$ cat config.mk
export PLATFORM = sky130hd
export DESIGN_NAME = state_hash_engine_flat
export DESIGN_NICKNAME = d
export VERILOG_FILES = /design/src/rtl/thiele_hash_pkg.sv /design/src/rtl/state_hash_engine_if.sv /design/src/rtl/xorshift32_mix.sv /design/src/rtl/state_hash_engine.sv /design/src/flat_wrapper.sv
export SDC_FILE = /design/constraint.sdc
export NUM_CORES = 1
export LEC_CHECK = 0
export BUFFER_PORTS_ARGS = -buffer_cell sky130_fd_sc_hd__buf_2
export CAP_MARGIN = 40
export CORE_UTILIZATION = 45
export CTS_CLUSTER_DIAMETER = 60
export DETAILED_ROUTE_END_ITERATION = 6
export PLACE_DENSITY = 0.78
export SLEW_MARGIN = 20
export SYNTH_ARGS = -nofsm -noshare
export SYNTH_HDL_FRONTEND = slang
export SYNTH_SLANG_ARGS = --single-unit
$ cat constraint.sdc
create_clock -name clk -period 3.05 [get_ports clk]
set_input_delay 0.4575 -clock clk [delete_from_list [all_inputs] [get_ports clk]]
set_output_delay 0.4575 -clock clk [all_outputs]
set_load 0.005 [all_outputs]
$ cat src/rtl/thiele_hash_pkg.sv
// Shared constants and state encoding for the snapshot hashing engine and its
// xorshift mixer.
package thiele_hash_pkg;
    localparam int unsigned XS_SHL_A   = 13;
    localparam int unsigned XS_SHR_B   = 17;
    localparam int unsigned XS_SHL_C   = 5;
    localparam int unsigned HASH_LANES = 8;

    typedef enum logic [1:0] {
        IDLE = 2'd0,
        LOAD = 2'd1,
        DONE = 2'd2
    } hash_state_t;
endpackage

$ cat src/rtl/state_hash_engine_if.sv
// Snapshot stream in, digest out. The engine takes the slave side; the core and
// the reporter drive the master side.
interface state_hash_engine_if #(
    parameter int NUM_WORDS = 8,
    parameter int CNT_W     = $clog2(NUM_WORDS)
) ();
    logic                    start;
    logic                    in_valid;
    logic                    in_ready;
    logic [31:0]             in_data;
    logic                    in_last;
    logic                    out_valid;
    logic                    out_ready;
    logic [32*NUM_WORDS-1:0] digest;
    logic [CNT_W:0]          words_seen;
    logic                    frame_err;
    logic                    busy;

    modport slave (
        input  start, in_valid, in_data, in_last, out_ready,
        output in_ready, out_valid, digest, words_seen, frame_err, busy
    );

    modport master (
        output start, in_valid, in_data, in_last, out_ready,
        input  in_ready, out_valid, digest, words_seen, frame_err, busy
    );
endinterface

$ cat src/rtl/xorshift32_mix.sv
// Pure combinational xorshift32 round (<<13, >>17, <<5); shared with the
// reporter's self-check so both sides hash identically.
module xorshift32_mix
    import thiele_hash_pkg::*;
(
    input  logic [31:0] din,
    output logic [31:0] dout
);
    logic [31:0] step_a;
    logic [31:0] step_b;

    always_comb begin
        step_a = din ^ (din << XS_SHL_A);
        step_b = step_a ^ (step_a >> XS_SHR_B);
        dout   = step_b ^ (step_b << XS_SHL_C);
    end
endmodule

$ cat src/rtl/state_hash_engine.sv
// Collects NUM_WORDS snapshot words, mixes word k into digest lane k and holds
// the digest until the reporter takes it.
module state_hash_engine
    import thiele_hash_pkg::*;
#(
    parameter int NUM_WORDS = HASH_LANES,
    parameter int CNT_W     = $clog2(NUM_WORDS)
) (
    input  logic clk,
    input  logic rst_n,
    state_hash_engine_if.slave bus
);
    hash_state_t state, state_nxt;

    logic [CNT_W-1:0]        idx;
    logic [CNT_W:0]          words_seen;
    logic                    frame_err;
    logic [31:0]             lane_q [NUM_WORDS];
    logic [31:0]             mixed;
    logic [32*NUM_WORDS-1:0] digest_w;
    logic                    in_ready;
    logic                    xfer;
    logic                    last_idx;

    xorshift32_mix u_mix (
        .din  (bus.in_data),
        .dout (mixed)
    );

    assign xfer     = bus.in_valid & in_ready;
    assign last_idx = (idx == CNT_W'(NUM_WORDS - 1));

    always_ff @(posedge clk) begin
        if (!rst_n) state <= IDLE;
        else        state <= state_nxt;
    end

    always_comb begin
        state_nxt = state;
        case (state)
            IDLE:    if (bus.start)            state_nxt = LOAD;
            LOAD:    if (xfer && last_idx)     state_nxt = DONE;
            DONE:    if (bus.out_ready)        state_nxt = IDLE;
            default:                           state_nxt = IDLE;
        endcase
    end

    // Handshake outputs depend on registered state only.
    always_comb begin
        in_ready      = (state == LOAD);
        bus.out_valid = (state == DONE);
        bus.busy      = (state != IDLE);
    end

    always_ff @(posedge clk) begin
        if (!rst_n || (state == IDLE && bus.start)) begin
            idx        <= '0;
            words_seen <= '0;
            frame_err  <= 1'b0;
            for (int k = 0; k < NUM_WORDS; k++) lane_q[k] <= '0;
        end else if (xfer) begin
            lane_q[idx] <= mixed;
            words_seen  <= words_seen + (CNT_W+1)'(1);
            // idx parks on the final lane instead of wrapping.
            if (!last_idx) idx <= idx + CNT_W'(1);
            if (bus.in_last != last_idx) frame_err <= 1'b1;
        end
    end

    always_comb begin
        digest_w = '0;
        for (int k = 0; k < NUM_WORDS; k++) digest_w[k*32 +: 32] = lane_q[k];
    end

    assign bus.in_ready   = in_ready;
    assign bus.digest     = digest_w;
    assign bus.words_seen = words_seen;
    assign bus.frame_err  = frame_err;
endmodule
$ cat src/flat_wrapper.sv
// flat-port wrapper written by rule: the top's interface ports become plain ports
module state_hash_engine_flat import thiele_hash_pkg::*;
#(
    parameter int NUM_WORDS = HASH_LANES,
    parameter int CNT_W     = $clog2(NUM_WORDS)
)
  (clk, rst_n, bus_start, bus_in_valid, bus_in_data, bus_in_last, bus_out_ready, bus_in_ready, bus_out_valid, bus_digest, bus_words_seen, bus_frame_err, bus_busy);
  state_hash_engine_if #(.NUM_WORDS(NUM_WORDS), .CNT_W(CNT_W)) bus_i ();
  input  logic clk;
  input  logic rst_n;
  input wire logic [$bits(bus_i.start)-1:0] bus_start;
  input wire logic [$bits(bus_i.in_valid)-1:0] bus_in_valid;
  input wire logic [$bits(bus_i.in_data)-1:0] bus_in_data;
  input wire logic [$bits(bus_i.in_last)-1:0] bus_in_last;
  input wire logic [$bits(bus_i.out_ready)-1:0] bus_out_ready;
  output wire logic [$bits(bus_i.in_ready)-1:0] bus_in_ready;
  output wire logic [$bits(bus_i.out_valid)-1:0] bus_out_valid;
  output wire logic [$bits(bus_i.digest)-1:0] bus_digest;
  output wire logic [$bits(bus_i.words_seen)-1:0] bus_words_seen;
  output wire logic [$bits(bus_i.frame_err)-1:0] bus_frame_err;
  output wire logic [$bits(bus_i.busy)-1:0] bus_busy;
  assign bus_i.start = bus_start;
  assign bus_i.in_valid = bus_in_valid;
  assign bus_i.in_data = bus_in_data;
  assign bus_i.in_last = bus_in_last;
  assign bus_i.out_ready = bus_out_ready;
  assign bus_in_ready = bus_i.in_ready;
  assign bus_out_valid = bus_i.out_valid;
  assign bus_digest = bus_i.digest;
  assign bus_words_seen = bus_i.words_seen;
  assign bus_frame_err = bus_i.frame_err;
  assign bus_busy = bus_i.busy;
  state_hash_engine #(.NUM_WORDS(NUM_WORDS), .CNT_W(CNT_W)) u_core (.clk(clk), .rst_n(rst_n), .bus(bus_i));
endmodule
# Yosys cells after proc, flatten, opt, wreduce, memory -nomap -nowiden
# Memory sizes are Yosys's and may differ from the RTL's.
# Index checks and enable logic that the tools add are counted.
# totals
input_bits,38
ram_bits,256
mem_bits_ro,0
memories,1
regBits,10
latch_bits,0
wordCells,41
# memory_table
name,words,width,rd,rd_clocked_by_memory_dff,wr,line,rtl
u_core.lane_q,8,32,8,0,8,state_hash_engine.sv:18,logic [31:0] lane_q [NUM_WORDS];
# op_classes
order_cmp,0
eq_ne,7
mul,0
bitwise_logic,5
shift,0
n_div,0
reduce_logical,10
mux,12
add_sub_neg,2
# op_table
op,n
$xor 32x32->32,2
$mux 32,1
$reduce_or 32->1,1
$xor 32x15->32,1
$mux 1,6
$mux 2,3
$ne 2x2->1 const B,3
$pmux 2 s3,1
$add 4x1->4 const B,1
$reduce_and 2->1,2
$add 3x1->3 const B,1
$eq 3x3->1 const B,1
$mux 3,1
$reduce_and 3->1,1
$eq 2x1->1 const B,1
$eq 2x2->1 const B,1
$logic_and 1x1->1,2
$logic_not 2->1,1
$reduce_bool 2->1,1
$and 1x1->1,1
$logic_not 1->1,1
$logic_or 1x1->1,1
$ne 1x1->1,1
$not 1->1,1

# Depth between registers and ports, before layout
# Gate-level depths: netlist of run 1.
# logic_depth
word_depth,7
depth_mapped,5
depth_no_buf,5

# Cells and area by module
# Synthesis of run 1 repeated with hierarchy kept, for this count alone.
# unflattened
hier_cells,703
hier_area_um2,10618.9
# by_module_without_submodules
module,area_per_inst_um2,seq_area_each_um2,instances,cells_each
state_hash_engine,9849.4,7887.6,1,645
xorshift32_mix,769.5,0.0,1,58

# Worst setup path before layout of run 1
# No wires, ideal clock.
# synth_timing
path_kind,input-to-reg
from,input bus_in_valid
to,memory u_core.lane_q[1][0] (enable)
cell_stages,5
setup_ns,0.389
path_buffers,2
slack_ns,0.728
arrival_ns,1.933
path_cell_list,and3b_1 > buf_2 > nand4b_1 > buf_2 > nand2_1
# synth_rtl
item,line,rtl
from (decl),flat_wrapper.sv:12,input wire logic [$bits(bus_i.in_valid)-1:0] bus_in_valid;
to (decl),state_hash_engine.sv:18,

==> impl_metrics.ini, run 1 <==
[timing]
max_freq_mhz = 480
setup_tns_ns = 0
period_share = 0.683
min_period_ns = 2.08
skew_ns = 0.0145
rsz0062_at_grt = no
maxSlewViolCount = 0
hold_viol = 0
setup_ws_ns = 0.968
worst_pin_slew_ns = 0.910
maxSlewHeadroom = 0.389
finalSetupViolations = 0

[synth]
avgSynthCellArea_um2 = 15.1
postSynthCellCount = 673
yosysSeqAreaShare = 0.776
yosysWarnings = 0
ys_types = 31
synth_seq_cells = 266
synth_area_um2 = 10200
synth_nets = 714

[routing]
vias_per_cell = 5.05
firstDrtPassIters = 7
first_iter_violations = 367
post_drt_wl_per_cell_um = 22.0
ant_nets = 0
wirelength_mm = 29.0
drcViolationCount = 46
vias = 6653

[setup_path]
slowest_stage = and3b_1
cp_slowest_stage_delay_ns = 0.47
worstSetupPathType = register to register
start_kind = register
cp.arrival_ns = 2.28
crit_family = simple AND/OR/NAND/NOR gates
path_buf_inv = 1
worstPathCellList = and3b_1, nand4b_1, nand2_2, buf_4
required_ns = 3.25
crit_fanout = 22
critPathCaptureType = register

[clock_tree]
tritoncts = built
cts_root_buf = clkbuf_16
path_clk_slew_ns = 0.06
htreeDepth = 1
cts_setup_buffers = 0
cts_hold_buf = 0
numCtsBuffers = 27
clk_latency_ns = 0.53
clock-sinks = 266
cts_resized = 0
clockBufferDepth = 3

[floorplanning]
die_w_um = 152
die-area_um2 = 23200
pin_count = 302
row_count = 54
fp.dieH_um = 152
start_util = 0.463
core_um2 = 22000

[placement]
post-place-ws_ns = 0.829
place_congestion = 0.796
hpwl_mm = 19.7
port_buffers = 301

[layout]
drive_gt1_frac = 0.370
multi_input_area_um2 = 2160
area_growth_pct = 28.2
nFillCells = 1735
layout.cells.most_common_list = buf_2 (302), nor2_1 (259), edfxtp_1 (256)
layout_commonest_cell = buf_2
seq_area_um2 = 7890
nNetsFinal = 1050

[pwr]
leakagePower_uw = 0.00577
ir_worst_vdd_mv = 0.462
p_per_area_nw_per_um2 = 653

[global_routing]
grt_max_degree = 33
grt.total_usage = 0.248
grt_pass1_vias = 6710
antenna_found_initial = 9
grt_pass1_wl_mm = 41.9
gr-total-overflow = 0

[hold_path]
hold_path.class = primary input to register

[outcome]
violations = design-rule violations
status = complete, but fails checks

[job]
maxCapViolCount = 0
[logic make-up after synthesis]
family	after synthesis	synth area share
and+or+nand+nor	295	0.116
adders and majority gates	3	0.00369
DFF	266	0.776
AOI/OAI and AO/OA	14	0.00739
xor gates and xnor gates	67	0.0836
buffers and inverters	28	0.0127
[stage by stage]
| stage | total power [uW] | cells | hold WS [ns] | area, um^2 | utilization |
|---|---|---|---|---|---|
| after floorplan | 4820 | 673 | 0.460 | 10200 | - |
| after global placement | 5400 | 1252 | 0.451 | 12100 | 0.551 |
| after detailed placement | 5440 | 1259 | 0.483 | 12200 | 0.554 |
| after CTS | 8560 | 1308 | 0.228 | 13000 | 0.592 |
| after global routing | 8760 | 1314 | 0.244 | 13000 | 0.593 |
| final | 8510 | 1318 | 0.248 | 13000 | 0.593 |
[routing by layer]
metal / track usage / wire (um) / part of all wire
met5: 0 / 11 / 0.00038
met4: 0.0845 / 790 / 0.027
met3: 0.0683 / 2620 / 0.090
met2: 0.426 / 14400 / 0.50
met1: 0.304 / 11200 / 0.39
[power breakdown]
part,total (uW),internal [uW],switching (uW),leakage (uW)
Sequential,4260,4200,58.8,0.00286
Combinational,1100,373,728,0.00250
Clock,3140,1820,1330,0.000412
Total,8510,6390,2110,0.00577
[cell usage after synthesis]
cell	instances	area, um^2
a21oi_1	6	30.0
xor3_2	1	25.0
nand3b_1	4	30.0
dfxtp_1	10	200
and3_1	1	6.26
xor3_1	1	23.8
inv_1	3	11.3
o21a_1	1	7.51
xor2_1	11	96.3
ha_1	3	37.5
nand2_1	12	45.0
edfxtp_1	256	7690
or2_2	1	6.26
xnor3_2	2	47.6
xnor3_1	13	293
nand3_1	5	25.0
and4bb_2	1	12.5
buf_2	19	95.1
nand4b_1	1	8.76
nor3b_1	2	15.0
and3b_1	2	17.5
xnor2_2	3	48.8
nor2_1	259	972
nand4_1	1	6.26
nor2b_1	4	25.0
or3_1	2	12.5
o21ai_1	1	5.00
clkbuf_1	6	22.5
a22oi_1	1	7.51
xnor2_1	36	315
o21ai_0	5	25.0
[worst register-to-register path, stage by stage (launching register included)]
cell      delay [ns]
dfxtp_1         0.42
and3b_1         0.47
nand4b_1        0.21
nand2_2         0.27
buf_4           0.36
[registers in the layout (all words and copies together), names as in the netlist]
name                   count
u_core.state               2
u_core.bus.frame_err       1
u_core.idx                 3
u_core.lane_q            256
u_core.bus.words_seen      4
[worst paths after layout]
kind / startpoint / end / slack, ns / cells past startpoint
min: rst_n / u_core.state[1] / 0.25 / 2
min reg2reg: u_core.bus.words_seen[3] / u_core.bus.words_seen[3] / 0.48 / 2
max reg2reg: u_core.state[0] / u_core.lane_q[1][6] / 0.97 / 4
max: u_core.state[0] / u_core.lane_q[1][6] / 0.97 / 4
[final cells by class]
type	count	area share
clock inverter	9	0.00615
antenna	9	0.00173
sequential	266	0.605
multi-input combinational	379	0.166
inverter	3	0.000864
tap	280	0.0269
clock buffer	40	0.0587
timing repair buffer	332	0.134
Power figures use the tool's default switching activity.
==> run 2: changes to the inputs <==
--- a/config.mk
+++ b/config.mk
@@ -10,7 +10,7 @@
 export CORE_UTILIZATION = 45
 export CTS_CLUSTER_DIAMETER = 60
 export DETAILED_ROUTE_END_ITERATION = 6
-export PLACE_DENSITY = 0.78
+export PLACE_DENSITY = 0.81
 export SLEW_MARGIN = 20
 export SYNTH_ARGS = -nofsm -noshare
 export SYNTH_HDL_FRONTEND = slang
==> constraint.sdc (replaced) <==
create_clock -name clk -period 1.8 [get_ports clk]
set_input_delay 0.27 -clock clk [delete_from_list [all_inputs] [get_ports clk]]
set_output_delay 0.27 -clock clk [all_outputs]
set_load 0.005 [all_outputs]
==> run 2 against run 1 <==
The run still ends with design-rule violations left. Clock power up 74%. Clock skew down 0.0070 ns. Die area unchanged. Sequential power up 70%. Routed wire length up 2.0%. Setup slack worse by 0.90 ns. Hold slack worse by 0.17 ns. Register-to-register slack worse by 0.90 ns. Sequential share of layout area down 2.3 points. Cell count up 2.4%. Critical path depth up 1.
==> impl_metrics.ini, run 2 (synthesis results as in run 1) <==
[setup_path]
start_kind = register
cp_common_cell = buf_4
cp_slowest_stage_delay_ns = 0.37
rr_worst_depth = 5
worstSetupPathType = register to register
required_ns = 2.05
rrSetupSlack_ns = 0.07
worstPathCellList = and3b_2, buf_4, nand3b_1, buf_4, nor2_1
slowest_stage = dfxtp_1
r2r_start = u_core.state[1]
path_buf_inv = 2
crit_fanout = 21
crit_family = simple AND/OR/NAND/NOR gates
cp.arrival_ns = 1.98
critPathCaptureType = register
timing.rr.end = u_core.lane_q[2][7]

[routing]
vias_per_cell = 5.10
vias = 6891
ant_nets = 0
post_drt_wl_per_cell_um = 21.9
firstDrtPassIters = 7
wirelength_mm = 29.6
first_iter_violations = 440
drcViolationCount = 22

[layout]
seq_area_um2 = 7890
layout_commonest_cell = buf_2
largest-register = u_core.lane_q
layout.cells.most_common_list = buf_2 (302), nor2_1 (259), edfxtp_1 (256)
nNetsFinal = 1087
multi_input_area_um2 = 2200
nFillCells = 1642
largest_reg_flops = 256
final_area_um2 = 13500
area_growth_pct = 33.2
reg_top3 = u_core.lane_q x256, u_core.bus.words_seen x4, u_core.idx x3
drive_gt1_frac = 0.401

[pwr]
ir_worst_vdd_mv = 0.835
p_per_area_nw_per_um2 = 1090
leakagePower_uw = 0.00602

[timing]
skew_ns = 0.00748
maxSlewHeadroom = 0.483
maxSlewViolCount = 0
period_share = 0.960
min_period_ns = 1.73
setup_tns_ns = 0
setup_ws_ns = 0.0714
rsz0062_at_grt = no
worst_pin_slew_ns = 0.770
max_freq_mhz = 579
finalSetupViolations = 0
hold_viol = 0
whs_ns = 0.0771

[placement]
hpwl_mm = 20.6
port_buffers = 301
placed_cell_area_um2 = 12700
post-place-ws_ns = -0.00152
place_congestion = 0.798

[outcome]
violations = design-rule violations
status = complete, but fails checks

[floorplanning]
die_w_um = 152
fp.dieH_um = 152
die-area_um2 = 23200
start_util = 0.463
pin_count = 302
row_count = 54
core_um2 = 22000

[hold_path]
hold_path.class = primary input to register
hold_end = u_core.state[1]
worstHoldStart = rst_n
hold_depth = 2

[global_routing]
grt_pass1_wl_mm = 42.6
grt.total_usage = 0.252
gr-total-overflow = 0
grt_pass1_vias = 6958
grt_max_degree = 33
antenna_found_initial = 4

[clock_tree]
cts_setup_buffers = 0
clockBufferDepth = 3
cts_hold_buf = 0
clock-sinks = 266
cts_resized = 1
tritoncts = built
path_clk_slew_ns = 0.06
numCtsBuffers = 26
clk_latency_ns = 0.52
htreeDepth = 1
cts_root_buf = clkbuf_16

[job]
maxCapViolCount = 0
[run 2: changes by cell type in the layout (fill, tap and decap cells not counted), sizes merged]
cell	change
buf	+39
clkbuf	-10
diode	-5
clkinvlp	+4
bufinv	+2
clkinv	+2
[run 2: cell type report]
type	count	share of cell area
clock buffer	31	0.0510
clock inverter	17	0.0126
tap	280	0.0259
sequential	266	0.583
timing repair buffer	370	0.164
antenna	4	0.000739
inverter	3	0.000832
multi-input combinational	379	0.162
[run 2: routing by layer]
metal  vias up  part of all wire  GRT usage
met1      3355              0.38      0.300
met5         -                 0          0
met3        71             0.088     0.0589
li1       3090                 -          -
met4         0             0.035     0.0986
met2       375              0.50      0.441
[run 2: power by group]
| group | switching, uW | internal [uW] |
|---|---|---|
| clock network | 2280 | 3180 |
| logic | 1270 | 856 |
| registers | 105 | 7120 |
| total | 3650 | 11200 |
[run 2: worst max-delay path by stage]
stage,start,to,cells after the start
after CTS,u_core.state[1],u_core.lane_q[6][31],5
after detailed placement,bus_in_valid,u_core.lane_q[3][5],6
after global placement,bus_in_valid,u_core.lane_q[3][8],6
after floorplan,u_core.state[0],u_core.lane_q[3][0],5
after global routing,u_core.state[1],u_core.lane_q[6][28],5
final,u_core.state[1],u_core.lane_q[2][7],5
[run 2: per-stage QoR]
stage                     utilization  power [uW]  cells
after floorplan                     -        8170    673
after global placement          0.577        9450   1297
after detailed placement        0.577        9480   1297
after CTS                       0.616       14900   1345
after global routing            0.617       15200   1350
final                           0.617       14800   1350
[run 2: worst reg2reg max path, stage by stage (launching register included)]
cell	delay [ns]
dfxtp_1	0.37
and3b_2	0.30
buf_4	0.18
nand3b_1	0.18
buf_4	0.32
nor2_1	0.11
==> run 3: changes to the inputs <==
--- a/config.mk
+++ b/config.mk
@@ -5,12 +5,12 @@
 export SDC_FILE = /design/constraint.sdc
 export NUM_CORES = 1
 export LEC_CHECK = 0
-export BUFFER_PORTS_ARGS = -buffer_cell sky130_fd_sc_hd__buf_2
+export BUFFER_PORTS_ARGS = -buffer_cell sky130_fd_sc_hd__buf_4
 export CAP_MARGIN = 40
-export CORE_UTILIZATION = 45
+export CORE_UTILIZATION = 25
 export CTS_CLUSTER_DIAMETER = 60
 export DETAILED_ROUTE_END_ITERATION = 6
-export PLACE_DENSITY = 0.81
+export PLACE_DENSITY = 0.53
 export SLEW_MARGIN = 20
 export SYNTH_ARGS = -nofsm -noshare
 export SYNTH_HDL_FRONTEND = slang
==> run 3 against run 2 <==
The flow now finishes without violations. Setup slack improved by 0.061 ns. Utilization decreased by 24 points. Largest cell class unchanged. Sequential power about the same. Global-route usage decreased by 8.5 points. Routed wire length grew 18%. Hold slack got worse by 0.039 ns. Total power grew 11%. Combinational power up 18%. Count of clock-buffer cells in the layout is 4 higher. Maximum frequency rose by 3.7%.
==> impl_metrics.ini, run 3 (synthesis results as in run 1) <==
[floorplanning]
start_util = 0.255
die_w_um = 204
core_um2 = 39900
die-area_um2 = 41500
pin_count = 302
row_count = 73
fp.dieH_um = 204

[timing]
min_period_ns = 1.67
period_share = 0.926
setup_tns_ns = 0
max_freq_mhz = 600
finalSetupViolations = 0
maxSlewHeadroom = 0.649
hold_viol = 0
rsz0062_at_grt = no
maxSlewViolCount = 0
skew_ns = 0.0173
worst_pin_slew_ns = 0.526

[layout]
drive_gt1_frac = 0.410
largest_reg_flops = 256
multi_input_area_um2 = 2210
postLayoutCoreUtil = 0.373
nFillCells = 3866
final_area_um2 = 14900
layout.cells.most_common_list = buf_4 (356), nor2_1 (259), edfxtp_1 (256)
area_growth_pct = 46.7
reg_top3 = u_core.lane_q x256, u_core.bus.words_seen x4, u_core.idx x3
nNetsFinal = 1098
seq_area_um2 = 7890
fin_cells = 1608
largest-register = u_core.lane_q
layout_commonest_cell = buf_4

[global_routing]
grt_max_degree = 33
grt_pass1_wl_mm = 48.1
grt.total_usage = 0.167
grt_pass1_vias = 6750
antenna_found_initial = 5
gr-total-overflow = 0

[hold_path]
hold_path.class = primary input to register

[job]
maxCapViolCount = 0

[placement]
place_inst = 1548
port_buffers = 301
hpwl_mm = 24.7
placed_cell_area_um2 = 13800
place_congestion = 0.782

[routing]
vias_per_cell = 4.24
wirelength_mm = 34.9
ant_nets = 0
drcViolationCount = 0
firstDrtPassIters = 5
vias = 6812
first_iter_violations = 343
post_drt_wl_per_cell_um = 21.7

[outcome]
status = finished, final reports clean

[clock_tree]
clock-sinks = 266
path_clk_slew_ns = 0.05
htreeDepth = 1
numCtsBuffers = 31
cts_setup_buffers = 0
tritoncts = built
cts_root_buf = clkbuf_16
clockBufferDepth = 3
clk_latency_ns = 0.58

[pwr]
p_per_area_nw_per_um2 = 1100
ir_worst_vdd_mv = 0.671
leakagePower_uw = 0.00631

[setup_path]
critPathCaptureType = primary output
cp.arrival_ns = 1.40
crit_fanout = 4
required_ns = 1.53
start_kind = register
worstSetupPathType = register to primary output
==> run 3: worst max-delay path, stage by stage (launching register included) <==
cell and delay (ns):
dfxtp_1 0.36, buf_4 0.14, nor2b_1 0.19, buf_4 0.14
==> run 3: per-layer routing <==
metal	track usage	routed length [um]
met5	0.00476	53
met4	0.0556	1100
met3	0.0483	2690
met2	0.277	17000
met1	0.206	14000
==> run 3: repair_timing <==
action                     in CTS  in global routing
gates resized for setup         1                  1
hold endpoints to repair        2                  0
setup endpoints to repair      22                 78
hold buffers                    1                  0
==> run 3: report_power, final <==
part           internal [uW]  total, uW  switching, uW  leakage, uW
Sequential              7130       7260            133      0.00286
Clock                   4030       6680           2650     0.000528
Combinational           1120       2500           1380      0.00292
Total                  12300      16400           4160      0.00631
==> run 3: final timing paths <==
path	from	end	slack, ns	depth (start not counted)
hold reg to reg	u_core.bus.frame_err	u_core.bus.frame_err	0.49	2
hold / removal	bus_in_valid	u_core.state[0]	0.04	4
setup reg to reg	u_core.idx[0]	u_core.lane_q[0][30]	0.14	4
setup / recovery	u_core.state[1]	bus_out_valid	0.13	3
==> run 3: area by class of cell <==
class	count	share of cell area
diodes	1	0.000168
clock buffers	35	0.0530
clock inverters	23	0.0193
inverters	3	0.000755
multi-input cells	379	0.148
flip-flops and latches	266	0.529
well taps	525	0.0441
repair buffers	376	0.205
==> run 3: per-stage QoR <==
| step | power [uW] | worst slack [ns] | hold slack [ns] |
|---|---|---|---|
| 2_1_floorplan | 8170 | -0.124 | 0.398 |
| 3_3_place_gp | 9950 | -0.0202 | 0.467 |
| 3_5_place_dp | 9960 | -0.0211 | 0.475 |
| 4_1_cts | 16700 | 0.0338 | 0.00943 |
| 5_1_grt | 17000 | 0.0469 | 0.0506 |
| 6_report | 16400 | 0.133 | 0.0381 |
